$ cat src/rtl/behav_counter_driver.sv
// Command-driven stimulus/check engine for behav_counter with a cycle-accurate counter model.
// Latency: SAMPLE 1 cycle, CLEAR/LOAD 3 cycles, RUN len N -> N+2 cycles from accept to rsp_valid.
// Backpressure: cmd_ready only in IDLE; rsp_valid/rsp_q/rsp_err held stable until rsp_ready.
module behav_counter_driver #(
  parameter int WIDTH     = 8,
  parameter int LEN_WIDTH = 8,
  parameter int ERR_WIDTH = 16
) (
  input  logic                 clk,
  input  logic                 rst,
  input  logic                 cmd_valid,
  output logic                 cmd_ready,
  input  logic [1:0]           cmd_op,
  input  logic [WIDTH-1:0]     cmd_data,
  input  logic                 cmd_dir,
  input  logic [LEN_WIDTH-1:0] cmd_len,
  output logic [WIDTH-1:0]     d,
  output logic                 clear,
  output logic                 load,
  output logic                 up_down,
  input  logic [WIDTH-1:0]     qd,
  input  logic                 qd_b,
  output logic                 rsp_valid,
  input  logic                 rsp_ready,
  output logic [WIDTH-1:0]     rsp_q,
  output logic                 rsp_err,
  output logic [ERR_WIDTH-1:0] err_count
);

  localparam logic [2:0] RST_CLR  = 3'd0;
  localparam logic [2:0] IDLE     = 3'd1;
  localparam logic [2:0] S_CLR    = 3'd2;
  localparam logic [2:0] S_LD     = 3'd3;
  localparam logic [2:0] S_RUN    = 3'd4;
  localparam logic [2:0] S_SETTLE = 3'd5;
  localparam logic [2:0] S_RSP    = 3'd6;

  localparam logic [1:0] OP_CLEAR  = 2'b00;
  localparam logic [1:0] OP_LOAD   = 2'b01;
  localparam logic [1:0] OP_RUN    = 2'b10;
  localparam logic [1:0] OP_SAMPLE = 2'b11;

  logic [2:0]           state_q,      state_d;
  logic [WIDTH-1:0]     d_q,          d_d;
  logic                 clear_q,      clear_d;
  logic                 load_q,       load_d;
  logic                 up_down_q,    up_down_d;
  logic                 rsp_valid_q,  rsp_valid_d;
  logic [WIDTH-1:0]     rsp_q_q,      rsp_q_d;
  logic                 rsp_err_q,    rsp_err_d;
  logic [ERR_WIDTH-1:0] err_cnt_q,    err_cnt_d;
  logic [WIDTH-1:0]     model_q,      model_d;
  logic                 chk_en_q,     chk_en_d;
  logic                 err_sticky_q, err_sticky_d;
  logic [LEN_WIDTH-1:0] run_cnt_q,    run_cnt_d;

  logic accept;
  logic miss;

  assign cmd_ready = (state_q == IDLE);
  assign d         = d_q;
  assign clear     = clear_q;
  assign load      = load_q;
  assign up_down   = up_down_q;
  assign rsp_valid = rsp_valid_q;
  assign rsp_q     = rsp_q_q;
  assign rsp_err   = rsp_err_q;
  assign err_count = err_cnt_q;

  // Model, checker and command FSM next-state; drives are registered so the model sees what the counter sees.
  always_comb begin
    accept = (state_q == IDLE) && cmd_valid;
    miss   = chk_en_q && ((qd != model_q) || (qd_b != ~model_q[0]));

    // The counter never stops: it is cleared, loaded, or steps in the current direction every edge.
    if (clear_q)        model_d = '0;
    else if (load_q)    model_d = d_q;
    else if (up_down_q) model_d = model_q + WIDTH'(1);
    else                model_d = model_q - WIDTH'(1);

    // A new command starts with a clean error flag; a miss in its accept cycle still counts globally.
    err_sticky_d = accept ? 1'b0 : (err_sticky_q | miss);
    err_cnt_d    = (miss && (err_cnt_q != '1)) ? err_cnt_q + ERR_WIDTH'(1) : err_cnt_q;

    state_d     = state_q;
    d_d         = d_q;
    clear_d     = 1'b0;
    load_d      = 1'b0;
    up_down_d   = up_down_q;
    rsp_valid_d = rsp_valid_q;
    rsp_q_d     = rsp_q_q;
    rsp_err_d   = rsp_err_q;
    chk_en_d    = chk_en_q;
    run_cnt_d   = run_cnt_q;

    case (state_q)
      RST_CLR: begin
        // The reset clear lands on this edge, so counter and model are both zero from here on.
        state_d  = IDLE;
        chk_en_d = 1'b1;
      end
      IDLE: begin
        if (cmd_valid) begin
          case (cmd_op)
            OP_CLEAR: begin
              clear_d = 1'b1;
              state_d = S_CLR;
            end
            OP_LOAD: begin
              load_d  = 1'b1;
              d_d     = cmd_data;
              state_d = S_LD;
            end
            OP_RUN: begin
              up_down_d = cmd_dir;
              run_cnt_d = (cmd_len == '0) ? LEN_WIDTH'(1) : cmd_len;
              state_d   = S_RUN;
            end
            default: begin
              // SAMPLE: respond straight away with the value visible this cycle.
              rsp_valid_d = 1'b1;
              rsp_q_d     = qd;
              rsp_err_d   = err_sticky_d;
              state_d     = S_RSP;
            end
          endcase
        end
      end
      S_CLR, S_LD: begin
        state_d = S_SETTLE;
      end
      S_RUN: begin
        if (run_cnt_q == LEN_WIDTH'(1)) state_d = S_SETTLE;
        else                            run_cnt_d = run_cnt_q - LEN_WIDTH'(1);
      end
      S_SETTLE: begin
        // qd now reflects the last drive; capture it as the response value.
        rsp_valid_d = 1'b1;
        rsp_q_d     = qd;
        rsp_err_d   = err_sticky_d;
        state_d     = S_RSP;
      end
      S_RSP: begin
        if (rsp_ready) begin
          rsp_valid_d = 1'b0;
          state_d     = IDLE;
        end
      end
      default: begin
        state_d = RST_CLR;
      end
    endcase
  end

  // State registers with synchronous reset; reset issues a one-cycle clear to the counter.
  always_ff @(posedge clk) begin
    if (rst) begin
      state_q      <= RST_CLR;
      d_q          <= '0;
      clear_q      <= 1'b1;
      load_q       <= 1'b0;
      up_down_q    <= 1'b1;
      rsp_valid_q  <= 1'b0;
      rsp_q_q      <= '0;
      rsp_err_q    <= 1'b0;
      err_cnt_q    <= '0;
      model_q      <= '0;
      chk_en_q     <= 1'b0;
      err_sticky_q <= 1'b0;
      run_cnt_q    <= '0;
    end else begin
      state_q      <= state_d;
      d_q          <= d_d;
      clear_q      <= clear_d;
      load_q       <= load_d;
      up_down_q    <= up_down_d;
      rsp_valid_q  <= rsp_valid_d;
      rsp_q_q      <= rsp_q_d;
      rsp_err_q    <= rsp_err_d;
      err_cnt_q    <= err_cnt_d;
      model_q      <= model_d;
      chk_en_q     <= chk_en_d;
      err_sticky_q <= err_sticky_d;
      run_cnt_q    <= run_cnt_d;
    end
  end

endmodule

$ cat config.mk
export PLATFORM = sky130hd
export DESIGN_NAME = behav_counter_driver
export DESIGN_NICKNAME = d
export VERILOG_FILES = /design/src/rtl/behav_counter_driver.sv
export SDC_FILE = /design/constraint.sdc
export NUM_CORES = 1
export LEC_CHECK = 0
export CORE_UTILIZATION = 56
export CTS_BUF_LIST = sky130_fd_sc_hd__clkbuf_4
export DETAILED_ROUTE_END_ITERATION = 8
export GPL_ROUTABILITY_DRIVEN = 0
export GPL_TIMING_DRIVEN = 1
export HOLD_SLACK_MARGIN = 0.03
export MAX_ROUTING_LAYER = met4
export PLACE_DENSITY = 0.88
export REMOVE_ABC_BUFFERS = 1
export SYNTH_ARGS = -nofsm -noshare
export SYNTH_HDL_FRONTEND = slang
export SYNTH_SLANG_ARGS = --single-unit
$ cat constraint.sdc
create_clock -name clk -period 3.25 [get_ports clk]
set_clock_uncertainty 0.1 [all_clocks]
set_input_delay 0.325 -clock clk [delete_from_list [all_inputs] [get_ports clk]]
set_output_delay 0.325 -clock clk [all_outputs]
set_load 0.1 [all_outputs]
==> impl_metrics.tcl, run 1 <==
set metrics [dict create \
    period_share_pct 76.3 \
    p_per_area_nw_per_um2 452 \
    fin_nets 477 \
    clock_latency_ns 0.41 \
    maxCapViolCount 0 \
    ys.flop_type "dfxtp_1" \
    worst_setup_path_start_kind "register" \
    crit_type "register to output pin" \
    die_h_um 76.7 \
    dp.final_hpwl_um 5710 \
    boundaryPins 70 \
    yosys_warnings 0 \
    antenna_left 0 \
    cts_setup_buffers 0 \
    critPathBufInv 1 \
    setup_tns_ns 0 \
    yosysSeqAreaShare_pct 37.2 \
    avgRoutedWirePerCell_um 15.5 \
    clock.fmax_mhz 403 \
    htreeDepth 3 \
    diodes 0 \
    syn_avg_cell_area_um2 8.46 \
    yosysTopAreaCell "dfxtp_1" \
    critPathCaptureType "output pin" \
    max_stage_delay_ns 1.18 \
    nFillCells 373 \
    required_ns 2.82 \
    cp.depth 1 \
    synth.most_common_cell "dfxtp_1" \
    r2r_start "err_count[0]" \
    drv_slew 0 \
    setup_viol 0 \
    grt_pass1_vias 2857 \
    path_clk_slew_ns 0.10 \
    slew_headroom_pct 32.1 \
    vias_per_cell 5.97 \
    drc_errors 0 \
    path_max_fanout 8 \
    area_growth_pct 27.9 \
    grt_pass1_wl_um 12900 \
    power.leakage_nw 1.50 \
    run_status "completed" \
    synth-async-reset-ratio_pct 0 \
    slowest_stage "clkdlybuf4s50_1" \
    die-area_um2 5880 \
    hold_viol 0 \
    fin_crit_ns 2.48 \
    gr-usage-all-layers_pct 28.4 \
    grt_max_degree 45 \
    grt_overflow_total 0 \
    synth_area_um2 3120 \
    drt-initial-drc-count 167 \
    core_area_um2 5240 \
    rr_worst_depth 6 \
    synth.distinct_cells 60 \
    initial_core_util_pct 59.6 \
    tritoncts "done" \
    hp-start "rst" \
    port_buffers 69 \
    rsz0062_at_grt "no" \
    r2r_slack_ns 0.92 \
    ys_top_cells_by_area "dfxtp_1 37%, mux2i_1 6.7%, nor2_1 5.1%, nand2_1 4.0%, ha_1 3.6%" \
    worst_slew_pin_slew_ns 1.02 \
    critPathTopFamily "buffers and inverters" \
    peakVddDrop_v 0.000346 \
    synth_common_cells "58 x dfxtp_1, 42 x nor2_1, 33 x nand2_1, 21 x mux2i_1, 19 x a21oi_1" \
    yosys_register_bits 58 \
    cp.arrival_ns 2.05 \
    die_w_um 76.7 \
    hold_depth 2 \
    synthCells 369 \
    cts_sinks 58 \
    cts_buffers 9 \
    cts_hold_buf 0 \
    hold_end "d[1]" \
    synth_top_area_share_pct 37.2 \
    antenna_found_initial 0 \
    worst_hold_path_type "input port to register" \
    max-clock-path-buffers 2 \
    num_rows 26 \
    total_power_mw 1.81 \
    dr.pass1.iters 5 \
    path_cells "clkdlybuf4s50_1" \
    synth_edf_count 0 \
    drive_gt1_share_pct 8.64 \
    wl_um 7920 \
    cts-root-buf "clkbuf_4" \
    r2r-end "err_count[0]" \
    cts_resized 0 \
    vias 3044 \
]
-- how the worst max path moves through the flow --
| stage | from | endpoint | slack (ns) |
|---|---|---|---|
| 4_1_cts | err_count[2] | err_count[2] | 0.76 |
| 5_1_grt | err_count[2] | err_count[2] | 0.70 |
| 3_3_place_gp | cmd_valid | run_cnt_q[1] | 0.77 |
| 2_1_floorplan | err_count[0] | err_count[11] | 0.44 |
| 6_report | err_count[2] | err_count[2] | 0.77 |
| 3_5_place_dp | cmd_valid | run_cnt_q[1] | 0.71 |
-- stage by stage --
step           std cells  hold slack [ns]  setup WS, ns  cell area [µm²]  utilization (%)
3_3_place_gp         494            0.353         0.772             3840             73.4
3_5_place_dp         494            0.354         0.713             3840             73.4
4_1_cts              510            0.121         0.763             3990             76.3
5_1_grt              510            0.145         0.697             3990             76.3
2_1_floorplan        351            0.294         0.442             3050                -
6_report             510            0.131         0.771             3990             76.3
-- registers in the layout, summed over array words and instances, names as in the netlist, 3 cells and up --
register and flops:
state_q 3, model_q 8, run_cnt_q 8, rsp_q 8, err_count 16, d 8
-- logic make-up (layout without fill, tap and decap cells) --
logic type,Yosys count,after routing,share of synthesized area (%)
flops,58,58,37.2
xor+xnor,10,10,2.81
buf+inv,33,104,4.21
mux,27,27,8.90
compound gates,76,76,16.6
fa+ha+maj,10,10,4.25
simple gates,155,155,26.0
-- final cells by class --
type	instances	area (µm²)	area share, %
multi-input combinational	278	1830	45.8
sequential	58	1160	29.1
timing repair buffer	73	708	17.7
tap	70	87.6	2.19
clock inverter	7	83.8	2.10
clock buffer	9	67.6	1.69
inverter	15	56.3	1.41
-- metal layers --
layer | global-route usage (%) | vias up | routed length, µm
li1 | - | 1479 | -
met1 | 32.7 | 1424 | 3340
met2 | 46.1 | 120 | 3940
met3 | 5.24 | 21 | 395
met4 | 16.3 | 0 | 242
met5 | - | - | 0
-- placed cells by master (no fill, tap or decap), drive strengths merged, types with 4 or more instances in the layout --
master / count
clkdlybuf4s50: 65
dfxtp: 58
nor2: 43
nand2: 33
mux2i: 21
a21oi: 19
inv: 14
o21ai: 13
nor3: 12
nor4: 10
nand3: 10
xnor2: 9
nor2b: 9
ha: 9
clkbuf: 9
nand4: 8
buf: 8
o31ai: 7
or4: 7
mux2: 6
o21a: 6
a31oi: 5
o31a: 5
clkinv: 5
a211oi: 4
or3: 4
-- report_power, final --
part           total [mW]  leakage (nW)  internal, mW  switching (mW)
combinational       0.434         0.947         0.154           0.280
clock               0.577        0.0784         0.303           0.274
sequential          0.795         0.471         0.748          0.0473
Power figures use the tool's default switching activity.
==> run 2: changes to the inputs <==
- CORE_UTILIZATION: 56 -> 52
- PLACE_DENSITY: 0.88 -> 0.82
- clock period: 3.25 -> 2.45 ns (I/O delays scaled with it)
==> impl_metrics.tcl, run 2 (synthesis results as in run 1) <==
set metrics [dict create \
    run_status "completed" \
    cts-root-buf "clkbuf_4" \
    slew_headroom_pct 59.6 \
    rsz0062_at_grt "no" \
    dr_wl_met2_um 3490 \
    vias 2942 \
    whs_ns 0.134 \
    critPathCaptureType "register" \
    r2r_slack_ns 0.24 \
    die_h_um 79.5 \
    antenna_left 0 \
    max_stage_delay_ns 0.65 \
    worst_hold_path_type "input port to register" \
    p_seq_share_pct 45.5 \
    crit_start "err_count[0]" \
    drc_errors 0 \
    fin_util_pct 70.2 \
    wl_um 7370 \
    grt_pass1_vias 2709 \
    fin_crit_ns 2.21 \
    core_area_um2 5640 \
    dp.final_hpwl_um 5450 \
    path_clk_slew_ns 0.09 \
    antenna_found_initial 0 \
    diodes 0 \
    layout_commonest_cell "dfxtp_1" \
    drive_gt1_share_pct 18.3 \
    grt_overflow_total 0 \
    highest_layer "met4" \
    grt_max_degree 35 \
    maxCapViolCount 0 \
    final_cells 519 \
    clock.fmax_mhz 452 \
    required_ns 2.63 \
    largest_reg_flops 16 \
    layout_common_cells "58 x dfxtp_1, 48 x buf_4, 42 x nor2_1" \
    nFillCells 437 \
    tritoncts "done" \
    cts_sinks 58 \
    p_int_mw 1.54 \
    hold_viol 0 \
    grt_pass1_wl_um 12500 \
    cts_setup_buffers 0 \
    die_w_um 79.5 \
    max-clock-path-buffers 2 \
    avgRoutedWirePerCell_um 14.2 \
    r2r-end "err_count[0]" \
    r2r_start "err_count[0]" \
    setup_viol 0 \
    worst_slew_pin_slew_ns 0.602 \
    boundaryPins 70 \
    wl_met1_um 3420 \
    power.leakage_nw 1.60 \
    gr-usage-all-layers_pct 26.0 \
    swShare_pct 33.1 \
    setup_tns_ns 0 \
    drv_slew 0 \
    clockPowerShare_pct 29.1 \
    htreeDepth 3 \
    rr_worst_depth 6 \
    vias_per_cell 5.67 \
    area_growth_pct 26.9 \
    p_per_area_nw_per_um2 582 \
    drt-initial-drc-count 175 \
    dp.cells 503 \
    comb_power_share_pct 25.5 \
    cts_buffers 9 \
    fin_nets 484 \
    cp.arrival_ns 2.39 \
    clock_latency_ns 0.39 \
    die-area_um2 6320 \
    p_sw_mw 0.764 \
    dr_wl_met3_um 413 \
    peakVddDrop_v 0.000393 \
    dr.pass1.iters 5 \
    initial_core_util_pct 55.3 \
    num_rows 27 \
    path_cells "ha_1 > inv_1 > or4_1 > nor2_4 > nor2_1 > mux2_2" \
    path_max_fanout 9 \
    total_power_mw 2.30 \
    cp-endpoint "err_count[0]" \
    worst_setup_path_start_kind "register" \
    period_share_pct 90.3 \
    crit_type "register to register" \
    port_buffers 69 \
    slowest_stage "or4_1" \
]
-- run 2: changes by cell type in the layout (fill, tap and decap cells not counted) --
cell,change
clkdlybuf4s50_1,-35
bufinv_16,-1
buf_4,+41
clkinvlp_4,-1
o31ai_1,-1
o31ai_2,+1
buf_12,+1
clkbuf_4,+3
clkinv_1,-1
-- run 2: routing by layer --
layer	track usage, %	up-vias
met5	-	-
met4	6.55	0
met3	6.86	4
met2	41.4	101
met1	32.6	1339
li1	-	1498
-- run 2: worst min-delay path by stage --
stage / to / cells past startpoint / start / slack, ns
after floorplan: chk_en_q / 1 / rst / 0.21
after global placement: run_cnt_q[5] / 2 / run_cnt_q[5] / 0.37
after detailed placement: err_sticky_q / 2 / err_sticky_q / 0.36
after CTS: load / 2 / rst / 0.11
after global routing: d[2] / 2 / rst / 0.11
final: load / 2 / rst / 0.13
-- run 2: through the flow --
stage                     worst slack [ns]  cell area [µm²]
final                                0.239             3960
after floorplan                     -0.358             3050
after detailed placement           -0.0857             3820
after global routing                0.0573             3960
after global placement              0.0414             3820
after CTS                            0.235             3960
-- run 2: worst max-delay path, delay by kind of cell (launching register included) --
kind | cells | cell delay [ns]
flops | 1 | 0.42
simple gates | 3 | 1.03
buf+inv | 1 | 0.04
fa+ha+maj | 1 | 0.20
mux | 1 | 0.31
-- run 2: power by group through the flow --
stage | clock (mW) | sequential [mW] | combinational (mW)
after CTS | 0.688 | 1.05 | 0.585
after global routing | 0.739 | 1.06 | 0.633
final | 0.670 | 1.05 | 0.587
after floorplan | 0 | 1.20 | 0.250
after detailed placement | 0 | 1.07 | 0.582
after global placement | 0 | 1.07 | 0.573
-- run 2: repair_timing --
item                                    in CTS  in global routing
hold buffers                                 0                  0
endpoints found under the setup margin       0                  1
resized for setup                            0                  1
-- run 2: final cells by class --
| cell class | instances | area, µm² | share of cell area [%] |
|---|---|---|---|
| multi-input cells | 278 | 1830 | 46.3 |
| flip-flops and latches | 58 | 1160 | 29.3 |
| inverters | 15 | 56.3 | 1.42 |
| well taps | 72 | 90.1 | 2.27 |
| clock buffers | 12 | 90.1 | 2.27 |
| repair buffers | 80 | 686 | 17.3 |
| clock inverters | 4 | 42.5 | 1.07 |
==> run 3: changes to the inputs <==
- SLEW_MARGIN: not set -> 15
==> results of run 3 <==
Final layout, timing and power as in run 2 (identical DEF).
